===== src/rtl/rob_retire.sv =====
// Reorder buffer: tracks renamed instructions in program order and retires up to
// COMMIT_WIDTH completed entries per cycle from the head.
module rob_retire #(
    parameter int ROB_DEPTH    = 16,
    parameter int FETCH_WIDTH  = 2,
    parameter int COMMIT_WIDTH = 2,
    parameter int WB_WIDTH     = 2,
    parameter int CREG_W       = 5,
    parameter int PREG_W       = 6,
    parameter int IDX_W        = $clog2(ROB_DEPTH)
) (
    input  logic                           clk,
    input  logic                           reset,
    input  logic                           flush,
    input  logic [FETCH_WIDTH-1:0]         alloc_valid,
    input  logic [FETCH_WIDTH*CREG_W-1:0]  alloc_dst,
    input  logic [FETCH_WIDTH*PREG_W-1:0]  alloc_preg,
    output logic                           alloc_ready,
    output logic [FETCH_WIDTH*IDX_W-1:0]   alloc_idx,
    input  logic [WB_WIDTH-1:0]            wb_valid,
    input  logic [WB_WIDTH*IDX_W-1:0]      wb_idx,
    output logic [COMMIT_WIDTH-1:0]        retire_valid,
    output logic [COMMIT_WIDTH*CREG_W-1:0] retire_dst,
    output logic [COMMIT_WIDTH*PREG_W-1:0] retire_preg,
    output logic [IDX_W:0]                 count
);

    localparam logic [IDX_W:0] ALLOC_LIMIT = (IDX_W+1)'(ROB_DEPTH - FETCH_WIDTH);

    logic [ROB_DEPTH-1:0] valid_q;
    logic [ROB_DEPTH-1:0] done_q;
    logic [CREG_W-1:0]    dst_q  [ROB_DEPTH];
    logic [PREG_W-1:0]    preg_q [ROB_DEPTH];
    logic [IDX_W-1:0]     head_q;
    logic [IDX_W-1:0]     tail_q;
    logic [IDX_W:0]       count_q;
    logic [IDX_W:0]       count_d;

    logic [IDX_W-1:0]     slot_idx [FETCH_WIDTH];
    logic [IDX_W-1:0]     ret_idx  [COMMIT_WIDTH];
    logic [IDX_W:0]       alloc_n;
    logic [IDX_W:0]       ret_n;
    logic                 alloc_fire;
    logic                 ret_chain;
    logic                 clear;

    assign clear       = reset || flush;
    assign alloc_ready = (count_q <= ALLOC_LIMIT);
    assign count       = count_q;

    // Valid slots are packed: each slot's index is tail plus the valid slots before it.
    always_comb begin
        alloc_n   = '0;
        alloc_idx = '0;
        for (int i = 0; i < FETCH_WIDTH; i++) begin
            slot_idx[i] = tail_q + alloc_n[IDX_W-1:0];
            alloc_idx[i*IDX_W +: IDX_W] = slot_idx[i];
            alloc_n = alloc_n + (IDX_W+1)'(alloc_valid[i]);
        end
        alloc_fire = alloc_ready && (|alloc_valid) && !clear;
    end

    always_comb begin
        ret_chain    = 1'b1;
        ret_n        = '0;
        retire_valid = '0;
        retire_dst   = '0;
        retire_preg  = '0;
        for (int k = 0; k < COMMIT_WIDTH; k++) begin
            ret_idx[k] = head_q + IDX_W'(k);
            ret_chain  = ret_chain && valid_q[ret_idx[k]] && done_q[ret_idx[k]] && !clear;
            if (ret_chain) begin
                retire_valid[k]                 = 1'b1;
                retire_dst[k*CREG_W +: CREG_W]  = dst_q[ret_idx[k]];
                retire_preg[k*PREG_W +: PREG_W] = preg_q[ret_idx[k]];
                ret_n = ret_n + (IDX_W+1)'(1);
            end
        end
        count_d = count_q + (alloc_fire ? alloc_n : '0) - ret_n;
    end

    always_ff @(posedge clk) begin
        if (clear) begin
            valid_q <= '0;
            done_q  <= '0;
            head_q  <= '0;
            tail_q  <= '0;
            count_q <= '0;
        end else begin
            // NOTE: several non-blocking writes may hit one bit here; the last one wins,
            // so a fresh allocation's done=0 overrides any stray writeback to that slot.
            for (int w = 0; w < WB_WIDTH; w++) begin
                if (wb_valid[w] && valid_q[wb_idx[w*IDX_W +: IDX_W]])
                    done_q[wb_idx[w*IDX_W +: IDX_W]] <= 1'b1;
            end
            for (int k = 0; k < COMMIT_WIDTH; k++) begin
                if (retire_valid[k]) begin
                    valid_q[ret_idx[k]] <= 1'b0;
                    done_q[ret_idx[k]]  <= 1'b0;
                end
            end
            if (alloc_fire) begin
                for (int i = 0; i < FETCH_WIDTH; i++) begin
                    if (alloc_valid[i]) begin
                        valid_q[slot_idx[i]] <= 1'b1;
                        done_q[slot_idx[i]]  <= 1'b0;
                    end
                end
                tail_q <= tail_q + alloc_n[IDX_W-1:0];
            end
            head_q  <= head_q + ret_n[IDX_W-1:0];
            count_q <= count_d;
        end
    end

    // NOTE: payload arrays have no reset; every read is gated by valid_q/done_q.
    always_ff @(posedge clk) begin
        if (alloc_fire) begin
            for (int i = 0; i < FETCH_WIDTH; i++) begin
                if (alloc_valid[i]) begin
                    dst_q[slot_idx[i]]  <= alloc_dst[i*CREG_W +: CREG_W];
                    preg_q[slot_idx[i]] <= alloc_preg[i*PREG_W +: PREG_W];
                end
            end
        end
    end

endmodule


===== config.mk =====
export PLATFORM = sky130hd
export DESIGN_NAME = rob_retire
export DESIGN_NICKNAME = d
export VERILOG_FILES = /design/src/rtl/rob_retire.sv
export SDC_FILE = /design/constraint.sdc
export NUM_CORES = 1
export LEC_CHECK = 0
export ABC_AREA = 1
export ABC_CLOCK_PERIOD_IN_PS = 5700
export CORE_MARGIN = 2
export CORE_UTILIZATION = 40
export CTS_CLUSTER_DIAMETER = 50
export DETAILED_ROUTE_END_ITERATION = 6
export GPL_TIMING_DRIVEN = 0
export HOLD_SLACK_MARGIN = 0.02
export SLEW_MARGIN = 5
export SYNTH_ARGS = -nofsm -noshare
export SYNTH_HDL_FRONTEND = slang
export SYNTH_SLANG_ARGS = --single-unit

===== constraint.sdc =====
create_clock -name clk -period 5.7 [get_ports clk]
set_input_delay 0.855 -clock clk [delete_from_list [all_inputs] [get_ports clk]]
set_output_delay 0.855 -clock clk [all_outputs]
set_load 0.02 [all_outputs]

Word level (Yosys, flattened, before mapping)
Memory sizes are Yosys's and may differ from the RTL's. A register that Yosys moved wholly into a read port is not among the register bits.
Index checks and enable logic that the tools add are counted.
{ "word_totals": {"reg_bits": 45, "mem_bits_rw": 176, "input_bits": 37, "output_inout_bits": 38, "word_cells": 123, "mem_count": 2} }
{ "op_classes": {"add_sub_neg": 8, "order_cmp": 13, "n_mux": 63, "bitwise_logic": 14, "n_reduce_logical": 18} }
{ "mem_list": {"columns": ["name", "words", "word_bits", "rd", "rd_clocked_by_memory_dff", "wr", "line_no", "text"], "rows": [
  ["preg_q", 16, 6, 2, 1, 2, "33", "logic [PREG_W-1:0] preg_q [ROB_DEPTH];"],
  ["dst_q", 16, 5, 2, 1, 2, "32", "logic [CREG_W-1:0] dst_q [ROB_DEPTH];"]
]} }
{ "ops": {"columns": ["operator", "n"], "rows": [
  ["$mux 16", 22],
  ["$and 16x16->16", 6],
  ["$not 16->16", 4],
  ["$or 16x16->16", 4],
  ["$lt 4x5->1 const B", 6],
  ["$bmux 1 s4", 6],
  ["$demux 1 s4", 6],
  ["$ge 4x1->1 const B", 6],
  ["$mux 1", 21],
  ["$logic_and 1x1->1", 15],
  ["$mux 5", 3],
  ["$mux 6", 2],
  ["$mux 4", 2],
  ["$add 5x1->5 const B", 1],
  ["$add 5x2->5", 1],
  ["$le 5x4->1 const B", 1],
  ["$sub 5x5->5", 1],
  ["$add 4x1->4", 1],
  ["$add 4x1->4 const B", 1],
  ["$add 4x2->4", 1],
  ["$add 4x4->4", 1],
  ["$add 1x1->2", 1],
  ["$mux 2", 1],
  ["$reduce_or 2->1", 1],
  ["other kinds (2)", 2]
]} }

Longest topological paths before layout
Gate-level depths: netlist of the first run.
{ "depth": {"ltp_word": 23, "depth_mapped": 27, "ltp_nobuf": 21} }

Worst setup path after synthesis of the first run
Ideal clock, no wire load.
{ "synth_timing": {"path_kind": "register to register", "from": "register head_q[0]", "to": "register count_q[4], in the netlist count[4]", "setup_ns": 0.070, "arrival_ns": 4.109, "required_time_ns": 5.630, "path_slack_ns": 1.521, "stages_incl_launch_ff": 27, "path_buffers": 7, "period_less_slack_ns": 4.179, "cell_sequence": "dfxtp_1 buf_6 inv_2 buf_4 buf_2 buf_2 buf_2 ha_1 clkbuf_2 clkinv_1 buf_2 o211ai_1 nand2_1 nand2_1 nand4_1 nand2_1 nor2_2 ha_1 ha_1 inv_1 ha_1 fa_1 nand2_1 nand2_1 a21oi_1 o21ai_0 a21oi_1"} }
{ "synth_via": {"elab_chain_cells": 9, "elab_cells_between_ends": 18, "classes_between": "add/sub (3); mux (10); reduce/logical (5)"} }
{ "synth_lines": {"columns": ["item", "line_no", "text"], "rows": [
  ["start, declared", "34", "logic [IDX_W-1:0] head_q;"],
  ["start signal, assigned", "111", "head_q <= head_q + ret_n[IDX_W-1:0];"],
  ["parallel branches: the longest is 5 deep, another holds $add 4x1->4", null, null],
  ["$logic_and 1x1->1 (*) (2 in series)", "71", "ret_chain = ret_chain && valid_q[ret_idx[k]] && done_q[ret_idx[k]] && !clear;"],
  ["named net ret_chain", "44", "logic ret_chain;"],
  ["$mux 5 (*)", "72", "if (ret_chain) begin"],
  ["$sub 5x5->5 (*)", "79", "count_d = count_q + (alloc_fire ? alloc_n : '0) - ret_n;"],
  ["end signal, assigned", "112", "count_q <= count_d;"],
  ["end, declared", "36", "logic [IDX_W:0] count_q;"]
]} }
Mark *: on every way through the listed nets, which the timed path passes. The select of a mux whose other input is x is not followed.
A chain may end at the register's enable or synchronous reset.

Worst setup path in the final report of the first run
{ "layout_timing": {"from": "register head_q[0]", "to": "output retire_dst[5]"} }
{ "layout_via": {"elab_chain_cells": 8, "elab_cells_between_ends": 16, "classes_between": "add/sub (1); mux (9); reduce/logical (5); memory (1)"} }
{ "layout_lines": {"columns": ["item", "line_no", "text"], "rows": [
  ["parallel branches: the longest is 7 deep, another holds $add 4x1->4", null, null],
  ["$mux 5 (*)", "72", null],
  ["end, declared", "23", "output logic [COMMIT_WIDTH*CREG_W-1:0] retire_dst,"]
]} }
Mark *: on every way between the ends. The select of a mux whose other input is x is not followed.

==> results of run 1 <==
-- state kept, by name, summed over array words and instances (netlist names) --
name / count
preg_q: 96
dst_q: 80
head_q: 4
done_q: 16
count: 5
tail_q: 4
valid_q: 16
-- routing by layer --
metal	GRT usage [%]	vias to the layer above
met3	5.601	211
met4	18.57	0
met2	55.06	1011
li1	-	7610
met5	0	-
met1	41.89	7709
-- power breakdown --
part	internal (uW)	switching [uW]
combinational	88.1	198
clock	1460	872
sequential	1750	8.15
total	3300	1080
-- layout make-up --
cell class | instances | area share, %
Antenna cell | 1 | 0.01379
Buffer | 141 | 3.855
Clock buffer | 43 | 5.518
Clock inverter | 25 | 1.476
Inverter | 356 | 7.373
Multi-Input combinational cell | 1532 | 40.35
Sequential cell | 221 | 34.10
Tap cell | 518 | 3.573
Timing Repair Buffer | 67 | 3.745
-- stage by stage --
stage | setup slack, ns | setup TNS (ns) | util, % | cell area, sq um
2_1_floorplan | 1.521 | 0 | - | 15500
3_3_place_gp | -0.2388 | -1.159 | 43.58 | 16760
3_5_place_dp | -0.2703 | -1.755 | 43.75 | 16830
4_1_cts | 0.005114 | 0 | 47.11 | 18120
5_1_grt | 0.009533 | 0 | 47.15 | 18140
6_report | 0.07706 | 0 | 47.16 | 18140
-- repair_timing --
item / 4_1_cts / 5_1_grt
endpoints found under the setup margin: 13 / 4
resized for setup: 18 / 6
buffers inserted: 1 / 0
pin swaps: 1 / 0
-- worst max-delay path, stage by stage (launching register included) --
cell,delay [ns]
dfxtp_1,0.39
buf_6,0.19
inv_2,0.10
buf_4,0.23
buf_2,0.22
buf_4,0.27
buf_4,0.26
ha_1,0.25
clkbuf_4,0.24
clkinv_2,0.17
buf_4,0.23
clkbuf_4,0.26
a21oi_1,0.05
o21ai_0,0.07
o21ai_0,0.21
a22o_1,0.29
nor3_2,0.37
dlygate4sd2_1,0.38
-- layout by cell type (no fill, tap or decap), types with 4 or more instances in the layout --
cell type,count
nand4_1,37
buf_2,36
clkinvlp_4,5
clkbuf_4,4
nor2_1,271
inv_1,348
nand3_1,106
o21ai_1,10
xnor2_1,4
dfxtp_1,45
o211ai_1,10
a22oi_1,6
nor3_2,8
clkbuf_1,65
edfxtp_1,176
a22o_1,16
nor2_2,5
ha_1,24
nor3_1,12
dlygate4sd2_1,7
clkinv_1,5
inv_2,6
nand2_1,419
buf_1,14
nor2_4,5
bufinv_16,4
clkdlybuf4s50_1,52
buf_4,21
clkbuf_16,39
inv_6,7
a21oi_1,233
buf_6,5
o21ai_0,344
-- cells by family (layout without fill, tap and decap cells) --
family | count (synthesis) | in the layout | share of synthesized area (%)
buffers and inverters | 497 | 632 | 12.98
adders and majority gates | 26 | 26 | 2.196
other | 0 | 1 | 0
and+or+nand+nor | 869 | 869 | 23.31
AOI/OAI and AO/OA | 630 | 630 | 21.15
xor gates and xnor gates | 7 | 7 | 0.4441
DFF | 221 | 221 | 39.92
-- how the worst max path moves through the flow --
stage	endpoint	slack, ns	depth (start not counted)
floorplan	count[4]	1.52	26
global placement	retire_preg[7]	-0.24	17
detailed placement	retire_preg[7]	-0.27	17
CTS	retire_preg[10]	0.005	17
global route	retire_preg[11]	0.01	20
finish	retire_dst[5]	0.08	17
==> out/summary.txt, run 1 <==
Status - finished, violations left
Failing checks - design-rule violations
Post-Syn Area - 15500 sq um
Final WL - 68650 um
Die footprint - 40330 sq um
Setup violations, final - 0
Max-slew headroom - 23.11%
Fill cells - 3931
Hold path endpoint - done_q[9]
Critical path origin - head_q[0]
CTS buffer count - 37
Top cell type's share of synthesized area - 34.11%
DRT met1 WL - 26520 um
FMAX - 0.1778 GHz
Max cap viols - 0
Top routing layer in use - met4
Count leader, synth - nand2_1
Hold Crit Start - done_q[9]
Non-Filler Instances - 2904
Synthesis-to-layout area growth - 17.07%
Initial antenna violation count - 0
DRC - 3
Worst slew pin tran - 1.151 ns
Iter 0 DRT Violations - 2352
Clk pin slew, worst setup/hold paths - 0.05 ns
WHS - 0.5865 ns
Yosys warnings - 0
Worst IR Drop VDD - 0.0001639 V
Setup Skew - 0.02626 ns
Yosys reg bits - 221
Slew Limit Fails - 0
Sequential cell area - 6186 sq um
Vias in the first global route - 15.55k
Startpoint Class - flip-flop
Hold WC Path Type - reg2reg
Critical path required time - 4.85 ns
GRT Util Overall - 33.45%
Worst R2R End - count[4]
Cell taking the most area after synthesis - edfxtp_1
Latest clock arrival within the worst-skew pair - 0.54 ns
Row Count - 72
Critical path class - reg2out
NumNets Final - 2419
Unrepaired setup endpoints after global routing - false
Seq/Total Area, Yosys - 39.92%
Crit end category - output port
Number of synthesized flops with an enable pin - 176
Worst hold path cell count - 4
Ys async rst share - 0%
IO buf count - 62
Met3 wire length - 6372 um
Total Power - 4376 uW
R2R depth - 28
Largest net degree at the start of global routing - 14
Synth top area cells - edfxtp_1 (34%), o21ai_0 (11%), nand2_1 (10%), inv_1 (8.4%), a21oi_1 (7.5%)
Die width - 200.8 um
First-pass GRT wire length - 100100 um
Cell Pwr Density - 241.2 nW/um^2
Total grt overflow - 0
Netlist cell types - 40
Detailed Routing Iterations Pass 1 - 7
Routability cong. - 1.010
CTS tree - built
Fin crit period - 5.623 ns
Launching point of the worst reg2reg path - head_q[0]
R2R Setup Slk - 0.43 ns
Synth cell count leaders - nand2_1 (419), inv_1 (348), o21ai_0 (347)
Clk root buf - clkbuf_16
Hpwl dp - 51750 um
Final hold vios - 0
Leak - 0.008129 uW
Dpl cells - 2834
CP max FO - 12
Area of the multi-input gates - 7320 sq um
Ys flop type - edfxtp_1
Met2 WL - 31550 um
Syn Inst Count - 2250
DR WL/cell - 23.64 um
Die Y - 200.8 um
Vias per cell - 5.696
Crit path DAT - 4.77 ns
Fin crit share - 98.65%
Layout cells sized above 1 - 6.960%
# hold bufs at CTS - 0
Htree depth - 2
Starting density of the core - 40.28%
Top Ports - 75
Via Count - 16.54k
Synth Net Count - 2313
Clk buf depth - 3
Syn Area/Cell - 6.887 sq um
Post-route antenna net violation count - 0
Core Footprint - 38470 sq um
Sink Count - 221
(Power assumes the default switching activity.)
==> run 2, diff against run 1 <==
ABC_CLOCK_PERIOD_IN_PS = 6430   (was 5700)
CORE_MARGIN = unset   (was 2)
clock period = 6.43 ns   (was 5.7 ns; I/O delays follow)
==> run 2 against run 1 <==
Net effect:
- sequential power fell by 11%
- clock skew fell by 0.0014 ns
- the flow now finishes without violations
- utilization rose by 0.50 points
- non-clock buffer count fell by 1
- hold slack improved by 0.0070 ns
- routed wire length fell by 0.61%
- sequential cell count did not move
- critical path type unchanged
- global-route usage rose by 0.82 points
- clock power fell by 15%
- highest routed layer unchanged
- sequential share of layout area rose by 0.12 points
- via count rose by 1.9%
- critical path depth rose by 3
==> out/summary.txt, run 2 (same netlist as run 1, synthesis figures left out) <==
CP peak stage delay - 0.67 ns (+0.28 ns)
Max cap viols - 0 (unchanged)
Area after DPL - 16860 sq um (+0.16%)
Clk root buf - clkbuf_16
Clk buf depth - 3 (unchanged)
Setup violations, final - 0 (unchanged)
Setup_tns - 0 ns (unchanged)
Htree depth - 2 (unchanged)
Initial antenna violation count - 2 (+2)
Most common cell after layout, fill and taps aside - nand2_1
Die footprint - 39530 sq um (-2.0%)
Routability cong. - 1.008 (-0.22%)
Iter 0 DRT Violations - 2495 (+6.1%)
CTS buffer count - 35 (-5.4%)
Via Count - 16.86k (+1.9%)
Fin area - 18080 sq um (-0.34%)
Row Count - 71 (-1.4%)
Largest net degree at the start of global routing - 14 (unchanged)
Crit path DAT - 5.35 ns (+0.58 ns)
CP max FO - 12 (unchanged)
Final WL - 68240 um (-0.61%)
GR peak layer - met2
Crit-path cells - buf_6 > inv_2 > buf_4 > buf_2 > clkbuf_4 > buf_4 > ha_1 > clkbuf_2 > clkinv_1 > clkbuf_4 > o211ai_1 > nand2_1 > nand2_1 > nand4_1 > nand2_1 > nor2_4 > inv_2 > buf_6 > nor3_4 > clkdlybuf4s50_1
Vias per cell - 5.830 (+2.4%)
Final worst setup slack - 0.1155 ns (+0.03843 ns)
Global Route met1 Usage - 49.41% (+7.5 points)
WHS - 0.5934 ns (+0.006969 ns)
Met3 Use GR - 7.121% (+1.5 points)
Status - complete, no violations
Starting density of the core - 40.85% (+0.57 points)
Worst hold path cell count - 4 (unchanged)
Max reg flops - 96 (unchanged)
GRT Util Overall - 34.27% (+0.82 points)
DP Worst Slack - 0.3335 ns (+0.6038 ns)
Critical path class - reg2out
Core Footprint - 37930 sq um (-1.4%)
Die width - 198.8 um (-1.0%)
Slowest cell on crit path - clkdlybuf4s50_1
Crit end category - output port
Layout Utilization - 47.66% (+0.50 points)
Cell Pwr Density - 209.6 nW/um^2 (-13%)
NumNets Final - 2416 (-0.12%)
Leak - 0.008063 uW (-0.81%)
Clk pin slew, worst setup/hold paths - 0.06 ns (about the same)
Unrepaired setup endpoints after global routing - false
Routing usage on met2 - 49.56% (-5.5 points)
Startpoint Class - flip-flop
Fin crit period - 6.315 ns
R2R depth - 26 (-7.1%)
Sink Count - 221 (unchanged)
Fin crit share - 98.20%
Die Y - 198.8 um (-1.0%)
Layout cells sized above 1 - 6.686% (-0.27 points)
Max-slew headroom - 29.38% (+6.3 points)
Worst IR Drop VDD - 0.0001463 V (-11%)
IO buf count - 62 (unchanged)
Slew Limit Fails - 0 (unchanged)
Setup Skew - 0.02481 ns (-0.001447 ns)
Vias in the first global route - 14.86k (-4.4%)
FMAX - 0.1584 GHz
Most frequent cells in the layout - nand2_1 (419), inv_1 (348), o21ai_0 (344)
Critical path required time - 5.47 ns (+0.62 ns)
Latest clock arrival within the worst-skew pair - 0.53 ns (about the same)
Hold WC Path Type - reg2reg
Synthesis-to-layout area growth - 16.67%
Total grt overflow - 0 (unchanged)
CTS tree - built
Most used cell, CP - nand2_1
Detailed Routing Iterations Pass 1 - 7 (unchanged)
Top Ports - 75 (unchanged)
DR WL/cell - 23.60 um (-0.16%)
First-pass GRT wire length - 97530 um (-2.5%)
DRC - 0 (-3)
Post-route antenna net violation count - 0 (unchanged)
Hpwl dp - 51200 um (-1.1%)
Worst slew pin tran - 1.057 ns (-0.09392 ns)
Final hold vios - 0 (unchanged)
-- run 2: cell count changes in the layout (fill, tap and decap cells not counted), moves of 2 or more --
cell	change
clkinv_2	+2
clkbuf_2	+2
clkinvlp_4	-3
clkdlybuf4s50_1	+7
clkbuf_16	-2
buf_4	-5
buf_16	+2
nor3_2	-2
buf_2	+2
dlygate4sd2_1	-7
inv_6	-3
-- run 2: power breakdown --
part	total (uW)	internal, uW	switching (uW)
Sequential	1560	1550	7.27
Combinational	251	78.4	173
Clock	1980	1230	747
-- run 2: metrics by stage --
stage | total power (uW) | std cells
final | 3790 | 2891
after global routing | 3868 | 2889
after CTS | 3783 | 2889
after detailed placement | 1836 | 2827
after global placement | 1829 | 2823
after floorplan | 1737 | 2250
-- run 2: what timing repair did --
action	4_1_cts	5_1_grt
hold buffers	0	0
hold endpoints to repair	0	0
gates resized for setup	4	8
setup endpoints to repair	9	10
pin swaps	0	1
setup buffers	0	0
-- run 2: routing by layer --
layer / vias to the layer above / routed length, um
met3: 169 / 8350
met4: 0 / 2865
li1: 7597 / -
met5: - / 0
met1: 7918 / 28870
met2: 1171 / 28150
-- run 2: area by class of cell --
cell class	instances	area [sq um]
timing repair buffer	66	713.2
sequential	221	6186
tap	511	639.4
multi-input combinational	1532	7325
inverter	356	1336
clock buffer	42	954.7
fill	3906	19850
buffer	141	689.4
antenna	2	5.005
clock inverter	20	231.5
-- run 2: worst max-delay path: cells and delay by family, from the launching register on --
kind	cells	cell delay, ns
AND/OR/NAND/NOR	6	0.95
buffers and inverters	12	3.09
flip-flops	1	0.37
adder cells (fa/ha/maj)	1	0.26
AO/OA/AOI/OAI	1	0.12
-- run 2: path summary, 6_finish.rpt --
path	start	to	slack [ns]
worst max-delay path	head_q[0]	retire_dst[6]	0.12
worst min-delay path	done_q[9]	done_q[9]	0.59
worst max register to register	head_q[0]	count[4]	0.98
worst min register to register	done_q[9]	done_q[9]	0.59
